<file path="src/rtl/invader_bombs_pkg.sv">
// Shared constants and helpers for the invader bomb logic: playfield geometry,
// sprite/projectile sizes, fire timing and the bomb-vs-player hit test.
package invader_bombs_pkg;

    // Sprite and projectile geometry (scaled screen pixels)
    localparam logic [9:0]  SPRITE_WIDTH_SCALED  = 10'd32;
    localparam logic [9:0]  SPRITE_HEIGHT_SCALED = 10'd32;
    localparam logic [9:0]  PROJ_WIDTH_SCALED    = 10'd4;
    localparam logic [9:0]  PROJ_HEIGHT_SCALED   = 10'd16;
    localparam logic [9:0]  PLAYER_START_Y       = 10'd400;

    // Bomb system constants
    localparam int          NUM_BOMBS     = 3;
    localparam logic [5:0]  FIRE_INTERVAL = 6'd48;
    localparam logic [9:0]  BOMB_STEP     = 10'd4;
    localparam logic [9:0]  COL_PITCH     = 10'd48;
    localparam logic [10:0] GROUND_Y      = 11'd448;
    localparam logic [15:0] LFSR_SEED     = 16'hACE1;

    // Reduce a 3-bit random value onto the six invader columns
    function automatic logic [2:0] col_mod6(input logic [2:0] v);
        return (v >= 3'd6) ? v - 3'd6 : v;
    endfunction

    // Next column in the wrap-around scan 0..5
    function automatic logic [2:0] col_step(input logic [2:0] c);
        return (c == 3'd5) ? 3'd0 : c + 3'd1;
    endfunction

    // Bomb drops from the horizontal centre of the chosen column's sprite
    function automatic logic [9:0] spawn_x(input logic [9:0] inv_x, input logic [2:0] col);
        return inv_x + 10'(col) * COL_PITCH
               + (SPRITE_WIDTH_SCALED >> 1) - (PROJ_WIDTH_SCALED >> 1);
    endfunction

    // Bomb bottom edge at or below the ground line; widened so it cannot wrap
    function automatic logic ground_reached(input logic [9:0] y);
        return ({1'b0, y} + {1'b0, PROJ_HEIGHT_SCALED}) >= GROUND_Y;
    endfunction

    // Axis-aligned rectangle intersection of a bomb against the player sprite
    function automatic logic hits_player(input logic [9:0] bx, input logic [9:0] by,
                                         input logic [9:0] px);
        logic [10:0] bx_w, by_w, px_w, py_w;
        bx_w = {1'b0, bx};
        by_w = {1'b0, by};
        px_w = {1'b0, px};
        py_w = {1'b0, PLAYER_START_Y};
        return (bx_w < px_w + {1'b0, SPRITE_WIDTH_SCALED})
            && (px_w < bx_w + {1'b0, PROJ_WIDTH_SCALED})
            && (by_w < py_w + {1'b0, SPRITE_HEIGHT_SCALED})
            && (py_w < by_w + {1'b0, PROJ_HEIGHT_SCALED});
    endfunction

endpackage

</file>
<file path="src/rtl/invader_bombs_lfsr16.sv">
// 16-bit Fibonacci LFSR (taps 16,14,13,11), stepped once per advance pulse.
import invader_bombs_pkg::*;

module lfsr16 (
    input  logic        clk,
    input  logic        rst,
    input  logic        advance,
    output logic [15:0] value
);

    logic feedback;
    assign feedback = value[0] ^ value[2] ^ value[3] ^ value[5];

    // Right-shifting register with feedback entering at the top bit
    always_ff @(posedge clk) begin
        if (rst)
            value <= LFSR_SEED;
        else if (advance)
            value <= {feedback, value[15:1]};
    end

endmodule

</file>
<file path="src/rtl/invader_bombs.sv">
// Invader bomb manager: fire timer, random column pick, three falling bomb
// slots with ground / shield / player collision and a player-hit pulse.
import invader_bombs_pkg::*;

module invader_bombs (
    input  logic        clk,
    input  logic        rst,
    input  logic        frame,
    input  logic        enable,
    input  logic [9:0]  invaders_x,
    input  logic [9:0]  bottom_y,
    input  logic [5:0]  alive_cols,
    input  logic [9:0]  player_x,
    input  logic [2:0]  bomb_clear,
    output logic [2:0]  bomb_active,
    output logic [29:0] bomb_x,
    output logic [29:0] bomb_y,
    output logic        player_hit
);

    typedef enum logic [1:0] {WAIT, PICK, SPAWN} spawn_state_t;

    spawn_state_t state, state_next;
    logic [5:0]  frame_cnt, cnt_inc;
    logic [2:0]  col, scan_cnt;
    logic [15:0] lfsr_value;
    logic [NUM_BOMBS-1:0] slot_active, active_next;
    logic [29:0] x_next, y_next;
    logic [9:0]  moved_y;
    logic        advance, fire, col_alive, hit_any, spawn_done;
    logic        unused_lfsr;

    assign advance     = frame & enable;
    assign cnt_inc     = (frame_cnt == FIRE_INTERVAL) ? FIRE_INTERVAL : frame_cnt + 6'd1;
    // The timer expires on the frame that brings the count to the interval
    assign fire        = advance && (state == WAIT) && (cnt_inc == FIRE_INTERVAL)
                         && !(&slot_active) && (alive_cols != 6'd0);
    assign col_alive   = alive_cols[col];
    assign bomb_active = slot_active;
    assign unused_lfsr = ^lfsr_value[15:3];

    lfsr16 u_lfsr (
        .clk     (clk),
        .rst     (rst),
        .advance (advance),
        .value   (lfsr_value)
    );

    // Fire timer: counts frames, saturates, cleared when a shot is launched
    always_ff @(posedge clk) begin
        if (rst)
            frame_cnt <= 6'd0;
        else if (advance)
            frame_cnt <= fire ? 6'd0 : cnt_inc;
    end

    // Spawn FSM state register
    always_ff @(posedge clk) begin
        if (rst)
            state <= WAIT;
        else
            state <= state_next;
    end

    // Spawn FSM next state: scan at most six columns, then give up
    always_comb begin
        state_next = state;
        unique case (state)
            WAIT:  if (fire) state_next = PICK;
            PICK:  if (enable) begin
                       if (col_alive)              state_next = SPAWN;
                       else if (scan_cnt == 3'd5)  state_next = WAIT;
                   end
            SPAWN: if (enable) state_next = WAIT;
            default: state_next = WAIT;
        endcase
    end

    // Column scan pointer, seeded from the LFSR when a shot is launched
    always_ff @(posedge clk) begin
        if (rst) begin
            col      <= 3'd0;
            scan_cnt <= 3'd0;
        end else if (fire) begin
            col      <= col_mod6(lfsr_value[2:0]);
            scan_cnt <= 3'd0;
        end else if (state == PICK && enable && !col_alive) begin
            col      <= col_step(col);
            scan_cnt <= scan_cnt + 3'd1;
        end
    end

    // Per-slot motion and collisions (clear > ground > player), then spawn
    always_comb begin
        active_next = slot_active;
        x_next      = bomb_x;
        y_next      = bomb_y;
        moved_y     = 10'd0;
        hit_any     = 1'b0;
        spawn_done  = 1'b0;
        for (int n = 0; n < NUM_BOMBS; n++) begin
            moved_y = bomb_y[10*n +: 10] + BOMB_STEP;
            if (slot_active[n]) begin
                if (bomb_clear[n]) begin
                    active_next[n] = 1'b0;
                end else if (advance) begin
                    y_next[10*n +: 10] = moved_y;
                    if (ground_reached(moved_y)) begin
                        active_next[n] = 1'b0;
                    end else if (hits_player(bomb_x[10*n +: 10], moved_y, player_x)) begin
                        active_next[n] = 1'b0;
                        hit_any        = 1'b1;
                    end
                end
            end
        end
        if (state == SPAWN && enable) begin
            for (int n = 0; n < NUM_BOMBS; n++) begin
                if (!slot_active[n] && !spawn_done) begin
                    active_next[n]     = 1'b1;
                    x_next[10*n +: 10] = spawn_x(invaders_x, col);
                    y_next[10*n +: 10] = bottom_y;
                    spawn_done         = 1'b1;
                end
            end
        end
    end

    // Slot registers and the single-cycle hit pulse
    always_ff @(posedge clk) begin
        if (rst) begin
            slot_active <= '0;
            bomb_x      <= 30'd0;
            bomb_y      <= 30'd0;
            player_hit  <= 1'b0;
        end else begin
            slot_active <= active_next;
            bomb_x      <= x_next;
            bomb_y      <= y_next;
            player_hit  <= hit_any;
        end
    end

endmodule

</file>
<file path="config.mk">
export PLATFORM = sky130hd
export DESIGN_NAME = invader_bombs
export DESIGN_NICKNAME = d
export VERILOG_FILES = /design/src/rtl/invader_bombs_pkg.sv /design/src/rtl/invader_bombs_lfsr16.sv /design/src/rtl/invader_bombs.sv
export SDC_FILE = /design/constraint.sdc
export NUM_CORES = 1
export LEC_CHECK = 0
export ABC_AREA = 1
export CAP_MARGIN = 20
export CORE_ASPECT_RATIO = 1.5
export CORE_MARGIN = 2
export CORE_UTILIZATION = 35
export CTS_CLUSTER_DIAMETER = 100
export CTS_CLUSTER_SIZE = 10
export DETAILED_ROUTE_END_ITERATION = 8
export DONT_BUFFER_PORTS = 1
export GPL_TIMING_DRIVEN = 1
export PLACE_DENSITY = 0.52
export SLEW_MARGIN = 20
export SYNTH_ARGS = -nofsm -noshare
export SYNTH_HDL_FRONTEND = slang
export SYNTH_SLANG_ARGS = --single-unit
export TNS_END_PERCENT = 50
</file>
<file path="constraint.sdc">
create_clock -name clk -period 2.2 [get_ports clk]
set_clock_uncertainty 0.1 [all_clocks]
set_input_delay 0.33 -clock clk [delete_from_list [all_inputs] [get_ports clk]]
set_output_delay 0.33 -clock clk [all_outputs]
set_load 0.01 [all_outputs]
</file>
Word-level counts from Yosys, hierarchy flattened:

Index checks and enable logic that the tools add are counted.

* bits in registers: 94
* bits in latches: 0
* RAM bits: 0
* bits in read-only memories: 0
* bits of input ports: 43
* word-level logic and storage cells: 159
* memories: 0

* add/subtract/negate cells: 17
* multipliers: 1
* divide/modulo/power cells: 0
* order comparisons: 17
* eq/ne operators: 10
* shifts and indexed selects: 0
* multiplexer cells: 65
* bitwise gates (word level): 5
* reductions and logical operators: 33

Operators with widths (number)
* 10-bit two-way mux: 12
* 10-bit by 11-bit less-than comparator with 1-bit output: 6
* 1-bit two-way mux: 38
* 10-bit by 3-bit adder with 11-bit output (second input constant): 3
* 10-bit by 5-bit adder with 11-bit output (second input constant): 3
* 11-bit by 9-bit >= comparator with 1-bit output (second input constant): 3
* 9-bit by 11-bit less-than comparator with 1-bit output (first input constant): 3
* 10-bit by 3-bit adder with 10-bit output (second input constant): 3
* 10-bit by 9-bit less-than comparator with 1-bit output (second input constant): 3
* 30-bit two-way mux: 1
* 1-bit logical AND: 18
* 3-bit two-way mux: 5
* 6-bit equality test (second input constant): 2
* 6-bit two-way mux: 2
* 10-bit by 6-bit adder with 11-bit output (second input constant): 1
* 10-bit by 5-bit adder with 10-bit output (second input constant): 1
* 10-bit by 9-bit adder with 10-bit output: 1
* 2-bit two-way mux: 5
* 10-bit by 2-bit subtractor with 10-bit output (second input constant): 1
* 3-bit by 1-bit adder with 3-bit output (second input constant): 2
* 6-bit by 1-bit adder with 6-bit output (second input constant): 1
* 3-bit equality test (second input constant): 2
* 1-bit zero test: 6
* 2-bit != test (second input constant): 3
* other kinds (19): 23

Longest topological paths before layout:

Gate-level depths: netlist of run 1.

* word-level depth: 20
* depth in mapped cells: 19

Modules after synthesis:

From an unflattened synthesis of run 1, not the netlist that was laid out.

* cells, all modules: 1060
* area total of the unflattened synthesis: 6998.0 sq um

Modules (own cells, without submodules)
* invader_bombs: times used 1, cells each 978, area an instance 6384.9 sq um, sequential area each 1561.5 sq um
* lfsr16: times used 1, cells each 82, area an instance 613.1 sq um, sequential area each 320.3 sq um

Least setup slack after synthesis of run 1:

No wires, ideal clock.

* path kind: register to register
* from: reg col[0]
* to: reg bomb_x[9]
* data arrival time: 2.184 ns
* required time: 1.991 ns
* path slack: -0.193 ns
* cell stages (with the launch flop): 13
* cell sequence: dfxtp_1 -> ha_1 -> fa_1 -> ha_1 -> a21oi_1 -> nor2_1 -> nor2_1 -> nor2_1 -> nor2_1 -> xor2_1 -> nand2_1 -> nand2_1 -> inv_1

* cells in the longest elaborated chain, start to end: 4

Ends and longest elaborated chain
* start, declared: RTL line invader_bombs.sv:25 `logic [2:0] col, scan_cnt;`
* start signal, assigned: RTL line invader_bombs.sv:85 `col <= col_mod6(lfsr_value[2:0]);`
* start signal, assigned: RTL line invader_bombs.sv:88 `col <= col_step(col);`
* 3-bit by 2-bit multiplier with 5-bit output: RTL line invader_bombs_pkg.sv:32 `return inv_x + 10'(col) * COL_PITCH`
* 10-bit by 9-bit adder with 10-bit output: RTL line invader_bombs_pkg.sv:32
* 10-bit by 5-bit adder with 10-bit output: RTL line invader_bombs_pkg.sv:33 `+ (SPRITE_WIDTH_SCALED >> 1) - (PROJ_WIDTH_SCALED >> 1);`
* 10-bit by 2-bit subtractor with 10-bit output: RTL line invader_bombs_pkg.sv:33
* end signal, assigned: RTL line invader_bombs.sv:138 `bomb_x <= x_next;`
* end, declared: RTL line invader_bombs.sv:16 `output logic [29:0] bomb_x,`

Every way passes these cells.
A chain may end at the register's enable or synchronous reset.

Final worst setup path of run 1:

* from: reg bomb_x[13]
* to: reg player_hit

* cells in the longest elaborated chain, start to end: 15
* elaborated cells between the ends (all ways): 16

Ends and longest elaborated chain
* 10-bit by 3-bit adder with 11-bit output: RTL line invader_bombs_pkg.sv:50 `&& (px_w < bx_w + {1'b0, PROJ_WIDTH_SCALED})`
* 10-bit by 11-bit less-than comparator with 1-bit output: RTL line invader_bombs_pkg.sv:50
* 1-bit logical AND *: RTL line invader_bombs_pkg.sv:50
* 1-bit logical AND *: RTL line invader_bombs_pkg.sv:51 `&& (by_w < py_w + {1'b0, SPRITE_HEIGHT_SCALED})`
* 1-bit logical AND *: RTL line invader_bombs_pkg.sv:52 `&& (py_w < by_w + {1'b0, PROJ_HEIGHT_SCALED});`
* 1-bit two-way mux *: RTL line invader_bombs.sv:110 `end else if (hits_player(bomb_x[10*n +: 10], moved_y, player_x)) begin`
* 1-bit two-way mux *: RTL line invader_bombs.sv:108 `if (ground_reached(moved_y)) begin`
* 1-bit two-way mux *: RTL line invader_bombs.sv:106 `end else if (advance) begin`
* 1-bit two-way mux *: RTL line invader_bombs.sv:104 `if (bomb_clear[n]) begin`
* 1-bit two-way mux *: RTL line invader_bombs.sv:103 `if (slot_active[n]) begin`
* 1-bit two-way mux: RTL line invader_bombs.sv:110
* 1-bit two-way mux: RTL line invader_bombs.sv:108
* 1-bit two-way mux: RTL line invader_bombs.sv:106
* 1-bit two-way mux: RTL line invader_bombs.sv:104
* 1-bit two-way mux *: RTL line invader_bombs.sv:103
* end signal, assigned: RTL line invader_bombs.sv:140 `player_hit <= hit_any;`
* end, declared: RTL line invader_bombs.sv:18 `output logic player_hit`

Mark *: on every way between the ends. The rest lies on a longest branch, timed or not.

==> results.txt, run 1 <==
Largest net degree at the start of global routing = 33
CP Data Required Time = 2.40 ns
# DRC = 0
Clock tree buffer depth = 2
Dpl hpwl = 18.6 mm
Design Power = 4.05 mW
Clock-pin slew on the worst setup and hold paths = 0.08 ns
Die W = 121 um
Combinational Power Share = 0.154
Post-synth EDFFs = 0
Final setup vio count = 10
Final ANT Viol Nets = 0
Max Cap Viol = 0
Synthesized Nets = 1,200
Clk sink count = 94
DP Cell Count = 1,455
Root Buffer = clkbuf_16
Number of port buffers = 0
Antenna cell count = 0
Vias per inst = 4.95
Cell breakdown of the critical path = ha_4 > nand2_4 > nor2_4 > xor2_1 > ha_1 > nand2_1 > o21bai_1 > nand2_1 > nand4_1 > nand2_1 > nor2_1 > nand2_1 > nor2_2 > nand3_1 > o21ai_1 > nand2_1 > a21oi_2
Kind of start point of the critical path = flop
First-pass GRT wire length = 36.6 mm
Vias = 7,379
Synth Register Bits = 94
Worst-Skew Late Latency = 0.35 ns
Detailed Route WL = 23.5 mm
Post-Place Cell Area = 0.00853 mm^2
Clock share of power = 0.403
Sequential Power Share = 0.443
Yosys warns = 0
DRT Pass-1 Iters = 5
Unrepaired setup endpoints after global routing = yes
Register area share after synthesis = 0.263
Initial antenna violation count = 0
Layout area overhead = 30.8%
Status = finished, violations left
Cell Count, Final, Fillers Out = 1,490
DR WL/cell = 15.8 um
Worst hold margin = -0.0608 ns
Min cycle time layout = 2.44 ns
Power per cell area = 432 mW/mm^2
H-tree Lvls = 3
Synth Cell Area = 0.00716 mm^2
GP Congestion = 0.894
CTS tree = done
Max_slew headroom = 0.689
Crit Path Class = flop to flop
Crit path max fanout = 3
Avg Inst Size Synth = 6.65 um^2
Setup total negative slack = -1.55 ns
Post-route cell area = 0.00937 mm^2
CP dominant cell by count = nand2_1
Most frequent cells after synthesis = nand2_1 (219), inv_1 (145), nor2_1 (118)
Number of CTS-inserted buffers = 9
Pre-CTS setup slack = -0.332 ns
Max-slew violations = 0
Core outline area = 0.0203 mm^2
Final setup margin = -0.238 ns
Failing checks = hold timing, setup timing
Total track usage = 0.218
Number of fill cells = 2,137
Hold_buf cts = 5
Final hold violation count = 10
Switching Share = 0.304
Number of global-route vias before repair = 7,244
CP peak stage delay = 0.36 ns
Switching power = 1.23 mW
Fmax = 410 MHz
P_leak = 4.56 nW
Cell accounting for the most synthesized area = dfxtp_1
Share of layout cells above drive strength 1 = 0.217
Count leader, synth = nand2_1
CP endpoint kind = flop
CP max stage cell = dfxtp_4
R2R Setup Slk = -0.24 ns
Tcrit/Tclk final = 1.11
Hold Crit Class = primary input to flop
Die H = 179 um
Arr. time, crit path = 2.64 ns
Commonest register cell after synthesis = dfxtp_1
Die ar. = 0.0216 mm^2
Iteration-0 DRC Markers = 321
Post-synth cell types = 43
I/O pin cnt = 107
# nets final = 1,345
Least-Margin Pin Slew = 0.465 ns
FP Rows = 64
Async S/R FF share, synth = 0
Cells taking the most area after synthesis = dfxtp_1 (26%), ha_1 (14%), nand2_1 (11%), inv_1 (7.6%), o21ai_0 (6.4%)
Post-synth top area share = 0.263
GR Overflow Total = 0
VDD IR-drop max = 0.000325 V
Starting Density = 0.353
Syn Inst Count = 1,076
P_int = 2.82 mW
critical path: cells and delay by family, from the launching register on:
family	cells	cell delay, ns
AO/OA/AOI/OAI	3	0.31
flip-flops	1	0.36
XOR/XNOR	1	0.16
adder cells (fa/ha/maj)	2	0.48
AND/OR/NAND/NOR	11	0.97
through the flow:
| stage | util | hold slack (ns) |
|---|---|---|
| 6_report | 0.462 | -0.0608 |
| 4_1_cts | 0.449 | -0.0722 |
| 5_1_grt | 0.462 | -0.0793 |
| 3_3_place_gp | 0.421 | 0.305 |
| 2_1_floorplan | - | 0.320 |
| 3_5_place_dp | 0.421 | 0.304 |
state kept, by name (all words and copies together) (netlist names):
register      flops
bomb_active       3
bomb_y           30
col               3
bomb_x           30
player_hit        1
u_lfsr.value     16
state             2
frame_cnt         6
scan_cnt          3
power groups by stage:
| stage | clock, mW | sequential (mW) | combinational, mW |
|---|---|---|---|
| finish | 1.63 | 1.79 | 0.623 |
| global route | 1.73 | 1.80 | 0.704 |
| CTS | 1.67 | 1.80 | 0.600 |
| detailed placement | 0 | 1.84 | 0.580 |
| global placement | 0 | 1.83 | 0.574 |
| floorplan | 0 | 1.84 | 0.355 |
routing by layer:
layer	vias up	wire [um]	track usage
met2	138	12200	0.413
met5	-	0	0
met1	3365	9020	0.226
met3	41	1260	0.0493
li1	3835	-	-
met4	0	988	0.0954
repair_timing:
action | in CTS | in global routing
resized for setup | 30 | 63
setup buffers | 12 | 5
hold endpoints to repair | 16 | 11
gates cloned | 0 | 0
setup endpoints to repair | 11 | 16
pin swaps | 14 | 37
placed cells by master (no fill, tap or decap), types with 11 or more instances in the layout:
cell	instances
dfxtp_1	83
xor2_1	28
buf_4	148
o21ai_0	81
nand2_1	213
nand3_1	55
nand4_1	24
ha_1	71
inv_1	143
a21oi_1	71
nor3_1	13
a31oi_1	11
nor2_1	109
path summary, 6_finish.rpt:
path | start | endpoint | cells past startpoint
worst min-delay path | rst | col[0]$_SDFFE_PP0P_ | 1
worst max register to register | bomb_x[13]$_SDFFE_PP0P_ | player_hit$_SDFF_PP0_ | 17
worst max-delay path | bomb_x[13]$_SDFFE_PP0P_ | player_hit$_SDFF_PP0_ | 17
worst min register to register | u_lfsr.value[8]$_SDFFE_PP0P_ | u_lfsr.value[7]$_SDFFE_PP1P_ | 2
cell type report:
type                            count  area [um^2]  share of cell area
Clock buffer                        9          225              0.0240
Inverter                          150          563              0.0601
Timing Repair Buffer              160         1260               0.134
Tap cell                          264          330              0.0353
Multi-Input combinational cell    806         5000               0.533
Sequential cell                    94         1920               0.204
Clock inverter                      7         80.1             0.00855
cells by family (layout without fill, tap and decap cells):
kind of cell    Yosys count  count (layout)  share of synthesized area
compound gates          211             211                      0.162
xor+xnor                 38              38                     0.0465
fa+ha+maj                81              81                      0.143
buf+inv                 176             326                     0.0935
flops                    94              94                      0.263
simple gates            476             476                      0.292
Note: power is estimated with default switching activity, not from simulation.
==> inputs of run 2 (changes only) <==
--- a/config.mk
+++ b/config.mk
@@ -9,13 +9,14 @@
 export CAP_MARGIN = 20
 export CORE_ASPECT_RATIO = 1.5
 export CORE_MARGIN = 2
-export CORE_UTILIZATION = 35
+export CORE_UTILIZATION = 40
 export CTS_CLUSTER_DIAMETER = 100
 export CTS_CLUSTER_SIZE = 10
 export DETAILED_ROUTE_END_ITERATION = 8
 export DONT_BUFFER_PORTS = 1
 export GPL_TIMING_DRIVEN = 1
-export PLACE_DENSITY = 0.52
+export HOLD_SLACK_MARGIN = 0.15
+export PLACE_DENSITY = 0.57
 export SLEW_MARGIN = 20
 export SYNTH_ARGS = -nofsm -noshare
 export SYNTH_HDL_FRONTEND = slang
==> run 2 against run 1 <==
  * The run ends with DRC, hold timing, setup timing left
  * Clock power up 4%
  * Global-route usage up 1.8 points
  * Cell count down 1.5%
  * Wire length down 5.2%
  * Setup slack better by 0.075 ns
  * Critical path depth down 4
  * First-iteration DRC count up 8.1%
  * Flip-flop and latch count unchanged
  * Via count up 2.2%
  * Largest cell class unchanged
==> results.txt, run 2 (synthesized netlist as in run 1, its figures left out) <==
Status = finished, violations left (unchanged)
Failing checks = DRC, hold timing, setup timing (was hold timing, setup timing)
Final setup vio count = 10 (unchanged)
Least-Margin Pin Slew = 0.552 ns (was 0.465 ns)
Final setup margin = -0.163 ns (was -0.238 ns)
Setup total negative slack = -1.04 ns (was -1.55 ns)
CP dominant cell by count = nor2_1 (was nand2_1)
Dpl hpwl = 17.7 mm (was 18.6 mm)
Fmax = 423 MHz (was 410 MHz)
Die ar. = 0.0190 mm^2 (was 0.0216 mm^2)
Final ANT Viol Nets = 0 (unchanged)
Crit Path Class = flop to flop (unchanged)
CP Data Required Time = 2.36 ns (was 2.40 ns)
Antenna cell count = 0 (unchanged)
Switching power = 1.19 mW (was 1.23 mW)
Clock share of power = 0.410 (was 0.403)
CP peak stage delay = 0.54 ns (was 0.36 ns)
Die W = 113 um (was 121 um)
Most common cell after layout, fill and taps aside = nand2_1 (unchanged)
Number of global-route vias before repair = 7,283 (was 7,244)
Clock-pin slew on the worst setup and hold paths = 0.07 ns (was 0.08 ns)
# nets final = 1,373 (was 1,345)
DRT Pass-1 Iters = 7 (was 5)
Max_slew headroom = 0.632 (was 0.689)
Cell breakdown of the critical path = ha_4 > fa_2 > ha_4 > a21oi_4 > nor2_1 > nor2_1 > nor2_1 > nor2_1 > xor2_1 > buf_4 > nand2_1 > nand2_1 > inv_1 (was ha_4 > nand2_4 > nor2_4 > xor2_1 > ha_1 > nand2_1 > o21bai_1 > nand2_1 > nand4_1 > nand2_1 > nor2_1 > nand2_1 > nor2_2 > nand3_1 > o21ai_1 > nand2_1 > a21oi_2)
Final hold violation count = 10 (unchanged)
Worst Setup SP = col[1]$_SDFFE_PP0P_ (was bomb_x[13]$_SDFFE_PP0P_)
Hold path start = rst (unchanged)
Die H = 168 um (was 179 um)
FP Rows = 59 (was 64)
Arr. time, crit path = 2.52 ns (was 2.64 ns)
Max Cap Viol = 0 (unchanged)
Number of port buffers = 0 (unchanged)
Worst-Skew Late Latency = 0.35 ns (about the same)
VDD IR-drop max = 0.000367 V (was 0.000325 V)
Clock tree buffer depth = 2 (unchanged)
Core outline area = 0.0174 mm^2 (was 0.0203 mm^2)
I/O pin cnt = 107 (unchanged)
Combinational Power Share = 0.155 (was 0.154)
DR WL/cell = 15.2 um (was 15.8 um)
Sequential Power Share = 0.435 (was 0.443)
First-pass GRT wire length = 35.7 mm (was 36.6 mm)
P_int = 2.94 mW (was 2.82 mW)
Largest net degree at the start of global routing = 33 (unchanged)
Starting Density = 0.411 (was 0.353)
Total track usage = 0.236 (was 0.218)
Layout area overhead = 31.6% (was 30.8%)
Design Power = 4.12 mW (was 4.05 mW)
R2R Setup Slk = -0.16 ns (was -0.24 ns)
Hold Crit Class = primary input to flop (unchanged)
Hold_buf cts = 29 (was 5)
Biggest regs = bomb_x (30), bomb_y (30), u_lfsr.value (16) (unchanged)
Root Buffer = clkbuf_16 (unchanged)
Number of fill cells = 1,690 (was 2,137)
Iteration-0 DRC Markers = 347 (was 321)
Most frequent cells in the layout = nand2_1 (213), buf_4 (156), inv_1 (143) (was nand2_1 (213), buf_4 (148), inv_1 (143))
Capturing point of the worst reg2reg path = bomb_x[29]$_SDFFE_PP0P_ (was player_hit$_SDFF_PP0_)
P_leak = 4.63 nW (was 4.56 nW)
Number of CTS-inserted buffers = 9 (unchanged)
Detailed Route WL = 22.3 mm (was 23.5 mm)
Tcrit/Tclk final = 1.07 (was 1.11)
Worst hold margin = -0.0537 ns (was -0.0608 ns)
# DRC = 8 (was 0)
H-tree Lvls = 3 (unchanged)
Number of cells on the worst hold path = 1 (unchanged)
CP endpoint kind = flop (unchanged)
Switching Share = 0.288 (was 0.304)
Worst reg-to-reg path cell count = 13 (was 17)
Vias per inst = 5.14 (was 4.95)
Endpoint, Worst Hold = col[0]$_SDFFE_PP0P_ (unchanged)
Reg-to-Reg Start = col[1]$_SDFFE_PP0P_ (was bomb_x[13]$_SDFFE_PP0P_)
Initial antenna violation count = 0 (unchanged)
Kind of start point of the critical path = flop (unchanged)
Share of layout cells above drive strength 1 = 0.212 (was 0.217)
Unrepaired setup endpoints after global routing = yes (unchanged)
Min cycle time layout = 2.36 ns (was 2.44 ns)
GR Overflow Total = 0 (unchanged)
GP Congestion = 0.888 (was 0.894)
Max-slew violations = 0 (unchanged)
Vias = 7,538 (was 7,379)
Clk sink count = 94 (unchanged)
CP max stage cell = fa_2 (was dfxtp_4)
Crit path max fanout = 4 (was 3)
Power per cell area = 438 mW/mm^2 (was 432 mW/mm^2)
CTS tree = done (unchanged)
-- run 2: power groups by stage --
| stage | combinational [mW] | clock (mW) | sequential [mW] |
|---|---|---|---|
| final | 0.640 | 1.69 | 1.80 |
| after global routing | 0.722 | 1.78 | 1.80 |
| after CTS | 0.626 | 1.72 | 1.80 |
| after detailed placement | 0.571 | 0 | 1.84 |
| after global placement | 0.564 | 0 | 1.84 |
| after floorplan | 0.355 | 0 | 1.84 |
-- run 2: timing repair --
| item | in CTS | in global routing |
|---|---|---|
| resized for setup | 37 | 35 |
| pin swaps | 20 | 13 |
| setup endpoints to repair | 14 | 32 |
| hold endpoints to repair | 59 | 16 |
| buffers inserted | 13 | 4 |
-- run 2: per-layer routing --
metal / part of all wire / wire [um] / vias up / GRT usage
li1: - / - / 3897 / -
met1: 0.39 / 8680 / 3453 / 0.255
met2: 0.53 / 11800 / 152 / 0.456
met3: 0.056 / 1240 / 36 / 0.0497
met4: 0.024 / 541 / 0 / 0.0610
met5: 0 / 0 / - / 0
-- run 2: worst max path at each step --
| stage | to | slack, ns | cells past startpoint |
|---|---|---|---|
| 5_1_grt | player_hit$_SDFF_PP0_ | -0.32 | 17 |
| 4_1_cts | player_hit$_SDFF_PP0_ | -0.17 | 17 |
| 3_3_place_gp | player_hit$_SDFF_PP0_ | -0.23 | 13 |
| 3_5_place_dp | player_hit$_SDFF_PP0_ | -0.26 | 13 |
| 2_1_floorplan | player_hit$_SDFF_PP0_ | -0.03 | 13 |
| 6_report | bomb_x[29]$_SDFFE_PP0P_ | -0.16 | 13 |
-- run 2: worst max-delay path: cells and delay by family, from the launching register on --
family	cells	cell delay, ns
and+or+nand+nor	6	0.42
adders and majority gates	3	0.92
AOI/OAI and AO/OA	1	0.14
DFF	1	0.37
xor gates and xnor gates	1	0.15
buffers and inverters	2	0.19
-- run 2: through the flow --
stage | cells | setup WS [ns] | util | instance area (um^2)
floorplan | 1076 | -0.0254 | - | 7220
global placement | 1408 | -0.230 | 0.487 | 8480
detailed placement | 1408 | -0.264 | 0.487 | 8480
CTS | 1466 | -0.166 | 0.534 | 9300
global route | 1467 | -0.321 | 0.541 | 9420
finish | 1467 | -0.163 | 0.541 | 9420
-- run 2: cell type report --
| type | count | area (um^2) | area share |
|---|---|---|---|
| timing repair buffer | 188 | 1500 | 0.160 |
| clock buffer | 9 | 225 | 0.0239 |
| tap | 213 | 267 | 0.0283 |
| inverter | 150 | 567 | 0.0601 |
| clock inverter | 7 | 91.3 | 0.00969 |
| sequential | 94 | 1910 | 0.203 |
| multi-input combinational | 806 | 4860 | 0.515 |
==> patch 1, RTL diff (settings of run 1) <==
The output `player_hit` loses its register stage (`player_hit` becomes a continuous assignment).
--- a/src/rtl/invader_bombs.sv
+++ b/src/rtl/invader_bombs.sv
@@ -132,14 +132,14 @@
             slot_active <= '0;
             bomb_x      <= 30'd0;
             bomb_y      <= 30'd0;
-            player_hit  <= 1'b0;
         end else begin
             slot_active <= active_next;
             bomb_x      <= x_next;
             bomb_y      <= y_next;
-            player_hit  <= hit_any;
         end
     end
 
+    assign player_hit = hit_any;
+
 endmodule
 
Behaviour: same outputs for any inputs over 10 cycles, from zero or initial values and one cycle with rst high; that may be too few to reach the edited logic, so the function may still have changed.
==> patch 1 against run 1 <==
- the flow finishes with violations (negative setup slack)
- area after synthesis down 2.6%
- via count up 0.65%
- power up 1.7%
- hold slack better by 78 ps
- sequential cell count down 1
- wire length up 0.19%
- setup slack worse by 530 ps
- final cell count up 0.87%
- design area up 0.57%
- die area down 2.5%
- synthesized cell count down 2.3%
- critical path type is now reg -> out
- largest cell class unchanged
- highest routed layer unchanged
==> patch 1: results (changes against run 1) <==
- Status: finished, violations left
- Failing checks: negative setup slack
- Synthesized instance count: 1,051 (-2.3%)
- Critical path's slowest cell: dfxtp_4
- Unique masters post-synth: 42 (-2.3%)
- Placed instance count: 1,472 (+1.2%)
- First-pass GRT wire length: 36,300 um (-0.81%)
- Clk buf depth: 2 (unchanged)
- Slew headroom: 0.489 (-0.200)
- Layout cells sized above 1: 0.241 (+0.0236)
- Worst-path clk slew: 70 ps
- Vias in the first global route: 7,213 (-0.43%)
- DRT iter0 DRCs: 370 (+15%)
- Commonest cells post-synth: nand2_1 (212), inv_1 (132), nor2_1 (122)
- PnR worst setup slack: -764 ps (-526 ps)
- Seq/Total Area, Yosys: 0.267 (+0.00401)
- Biggest regs: bomb_x x30, bomb_y x30, u_lfsr.value x16
- R2R Path End: bomb_active[1]
- Peak supply drop: 0.459 mV (+41%)
- Synth warnings: 0 (unchanged)
- RR Startpoint: bomb_x[13]
- Inserted Clock Buffers: 9 (unchanged)
- Setup slack, reg-to-reg: -240 ps
- Final HPWL DP: 18,600 um (about the same)
- Routed length per instance: 15.7 um (-0.68%)
- Worst Hold Endpoint: bomb_y[15]
- Pin count of the biggest net entering global routing: 49 (+48%)
- Root Buffer: clkbuf_16
- CP Max Fanout: 3 (unchanged)
- Drt via density: 4.94 (-0.22%)
- # diodes: 0 (unchanged)
- Total global-route track usage: 0.223 (+0.00586)
- Hold Startpoint: bottom_y[5]
- DRT Pass-1 Iters: 5 (unchanged)
- Hold depth: 1 (unchanged)
- Fraction of registers with async set/reset: 0 (unchanged)
- Endpoints failing setup: 7 (-3)
- Top FF cell, synth: dfxtp_1
- Worst path max stage delay: 370 ps
- R2R cell count: 15 (-2)
- Setup TNS: -1290 ps (+266 ps)
- Synth top area cells: dfxtp_1 (27%), ha_1 (14%), nand2_1 (11%)
- Net Count, Synth: 1,175 (-2.1%)
- Non-Filler Instances: 1,503 (+0.87%)
- Placed inst area: 8720 um2 (+2.2%)
- Crit path max-delay family: simple AND/OR/NAND/NOR gates
- GP Congestion: 0.901 (+0.79%)
- Leak: 4.51 nW (-1.0%)
- CTS H-tree lvls: 3 (unchanged)
- Initial antenna violation count: 0 (unchanged)
- Quantity of I/O buffers inserted on ports: 0 (unchanged)
- Worst-Skew Late Latency: 370 ps (+20 ps)
- Final nets: 1,362 (+1.3%)
- Tightest Hold Check Type: in -> reg
patch 1: cells by family after synthesis:
logic type                 after synthesis  synth area share
AOI/OAI and AO/OA                      212             0.163
xor gates and xnor gates                43            0.0561
adders and majority gates               81             0.146
buffers and inverters                  168            0.0906
DFF                                     93             0.267
and+or+nand+nor                        454             0.277
patch 1: layout make-up:
| class | instances | area, um2 |
|---|---|---|
| Sequential cell | 93 | 1910 |
| Timing Repair Buffer | 201 | 1550 |
| Inverter | 143 | 537 |
| Clock buffer | 9 | 225 |
| Clock inverter | 7 | 68.8 |
| Fill cell | 2031 | 10200 |
| Tap cell | 260 | 325 |
| Multi-Input combinational cell | 790 | 4810 |
patch 1: where the power goes:
group | switching, mW | internal (mW) | total [mW] | leakage [nW]
sequential | 0.0489 | 1.73 | 1.78 | 0.765
combinational | 0.399 | 0.302 | 0.701 | 3.60
clock | 0.832 | 0.807 | 1.64 | 0.147
total | 1.28 | 2.84 | 4.12 | 4.51
patch 1: metrics by stage:
step	total power, mW	setup slack [ps]	hold WS (ps)
final	4.12	-764	17.3
after global routing	4.30	-968	12.8
after CTS	4.15	-820	4.09
after detailed placement	2.47	-535	307
after global placement	2.47	-533	302
after floorplan	2.21	-196	320
patch 1: worst max path at each step:
stage,cells after the start,start,endpoint
3_5_place_dp,15,bomb_x[23],player_hit
3_3_place_gp,15,bomb_x[22],player_hit
4_1_cts,17,bomb_x[13],player_hit
6_report,17,bomb_x[13],player_hit
2_1_floorplan,17,bomb_x[13],player_hit
5_1_grt,17,bomb_x[13],player_hit
patch 1: what timing repair did:
item / in CTS / in global routing
resized for setup: 25 / 50
endpoints found under the hold margin: 17 / 0
setup buffers: 6 / 3
cloned: 0 / 0
endpoints found under the setup margin: 10 / 17
hold buffers: 7 / 0
pin swaps: 15 / 24
patch 1: per-layer routing:
layer / GRT usage / part of all wire / up-vias
met5: 0 / 0 / -
met4: 0.113 / 0.042 / 0
met3: 0.0554 / 0.061 / 46
met2: 0.426 / 0.53 / 157
met1: 0.222 / 0.37 / 3388
li1: - / - / 3836
==> patch 2, RTL diff (config.mk and constraints of run 1) <==
Made on the original files. `FIRE_INTERVAL`: 6'd48 -> 6'd24.
--- a/src/rtl/invader_bombs_pkg.sv
+++ b/src/rtl/invader_bombs_pkg.sv
@@ -11,7 +11,7 @@
 
     // Bomb system constants
     localparam int          NUM_BOMBS     = 3;
-    localparam logic [5:0]  FIRE_INTERVAL = 6'd48;
+    localparam logic [5:0]  FIRE_INTERVAL = 6'd24;
     localparam logic [9:0]  BOMB_STEP     = 10'd4;
     localparam logic [9:0]  COL_PITCH     = 10'd48;
     localparam logic [10:0] GROUND_Y      = 11'd448;
Function: same outputs for any inputs over 10 cycles, from zero or initial values and one cycle with rst high; that may be too few to reach the edited logic, so the function may still have changed.
==> patch 2 against run 1 <==
- the run still ends with negative hold slack, negative setup slack left
- design area is 2.6% lower
- setup slack improved by 30 ps
- power is essentially flat
- fmax up 1.3%
- sequential cell count stayed put
- area after synthesis barely moved
- sequential share of layout area rose by 0.44 points
- wire length shrank 4.1%
- critical path type unchanged
- critical endpoint is now bomb_x[29]
==> patch 2: results (changes against run 1) <==
- M2 GR Usage: 0.420 (+0.00659)
- Peak supply drop: 0.308 mV (-5.3%)
- GP Congestion: 0.862 (-3.6%)
- Critical Path Start: col[1]
- Hold_buf cts: 6 (+1)
- Endpoints failing setup: 13 (+3)
- Met1 Wirelength: 8800 um (-2.5%)
- CP Max Fanout: 5 (+2)
- Number of fillers in the final layout: 2,155 (+0.84%)
- Final nets: 1,310 (-2.6%)
- Grt met1 use: 0.223 (-0.00238)
- Synth top area cells: dfxtp_1 (26%), ha_1 (14%), nand2_1 (11%)
- Met3 GRT Util: 0.0293 (-0.0200)
- Psw: 1.09 mW (-11%)
- Hold Vio Cnt, Final: 13 (+3)
- DRT iter0 DRCs: 262 (-18%)
- Commonest cells post-synth: nand2_1 (203), inv_1 (136), nor2_1 (114)
- PnR worst setup slack: -208 ps (+30.5 ps)
- WL met3: 913 um (-27%)
- RR Startpoint: col[1]
- Critical path's slowest cell: fa_2
- R2R cell count: 13 (-4)
- Leak: 4.30 nW (-5.6%)
- Pin count of the biggest net entering global routing: 53 (+61%)
- Minimum hold slack: -55.1 ps (+5.77 ps)
- Layout cells sized above 1: 0.207 (-0.0104)
- Failing checks: negative hold slack, negative setup slack
- First-pass GRT wire length: 35,800 um (-2.2%)
- Vias in the first global route: 7,207 (-0.51%)
- Vias post-DR: 7,258 (-1.6%)
- Worst path max stage delay: 550 ps (+190 ps)
- Met2 WL: 12,200 um (-0.38%)
- Status: finished, violations left
patch 2: changes by cell type in the layout (fill, tap and decap cells not counted), sizes merged, moves of 8 or more:
cell   delta
o21ai     -8
xor2      +9
inv       -9
a21oi     +9
buf      -16
nand2    -17
patch 2: repair_timing:
action,4_1_cts,5_1_grt
gates resized for setup,19,46
setup endpoints to repair,13,17
hold endpoints to repair,19,13
setup buffers,5,4
pin swaps,19,24
patch 2: cell families (layout without fill, tap and decap cells):
family	Yosys count	in the layout	share of synthesized area
flip-flops	94	94	0.263
adder cells (fa/ha/maj)	81	81	0.143
buffers and inverters	171	304	0.0911
XOR/XNOR	48	48	0.0609
AND/OR/NAND/NOR	453	453	0.279
AO/OA/AOI/OAI	211	211	0.163
patch 2: cell type report:
class                      count  area, um2  share of cell area
clock buffer                  11        264              0.0289
clock inverter                 5       62.6             0.00685
inverter                     143        537              0.0588
multi-input combinational    793       4900               0.536
sequential                    94       1910               0.209
tap                          264        330              0.0362
timing repair buffer         145       1130               0.124
patch 2: metrics by stage:
stage / cells / cell area [um2] / power [mW]
3_3_place_gp: 1425 / 8440 / 2.33
6_report: 1455 / 9130 / 4.05
4_1_cts: 1452 / 8920 / 4.09
3_5_place_dp: 1425 / 8440 / 2.34
5_1_grt: 1455 / 9130 / 4.24
2_1_floorplan: 1058 / 7220 / 2.16
patch 2: power groups by stage:
stage | Combinational, mW | Sequential (mW) | Clock, mW
2_1_floorplan | 0.331 | 1.83 | 0
3_3_place_gp | 0.504 | 1.83 | 0
3_5_place_dp | 0.509 | 1.83 | 0
4_1_cts | 0.524 | 1.79 | 1.78
5_1_grt | 0.613 | 1.79 | 1.84
6_report | 0.538 | 1.78 | 1.72
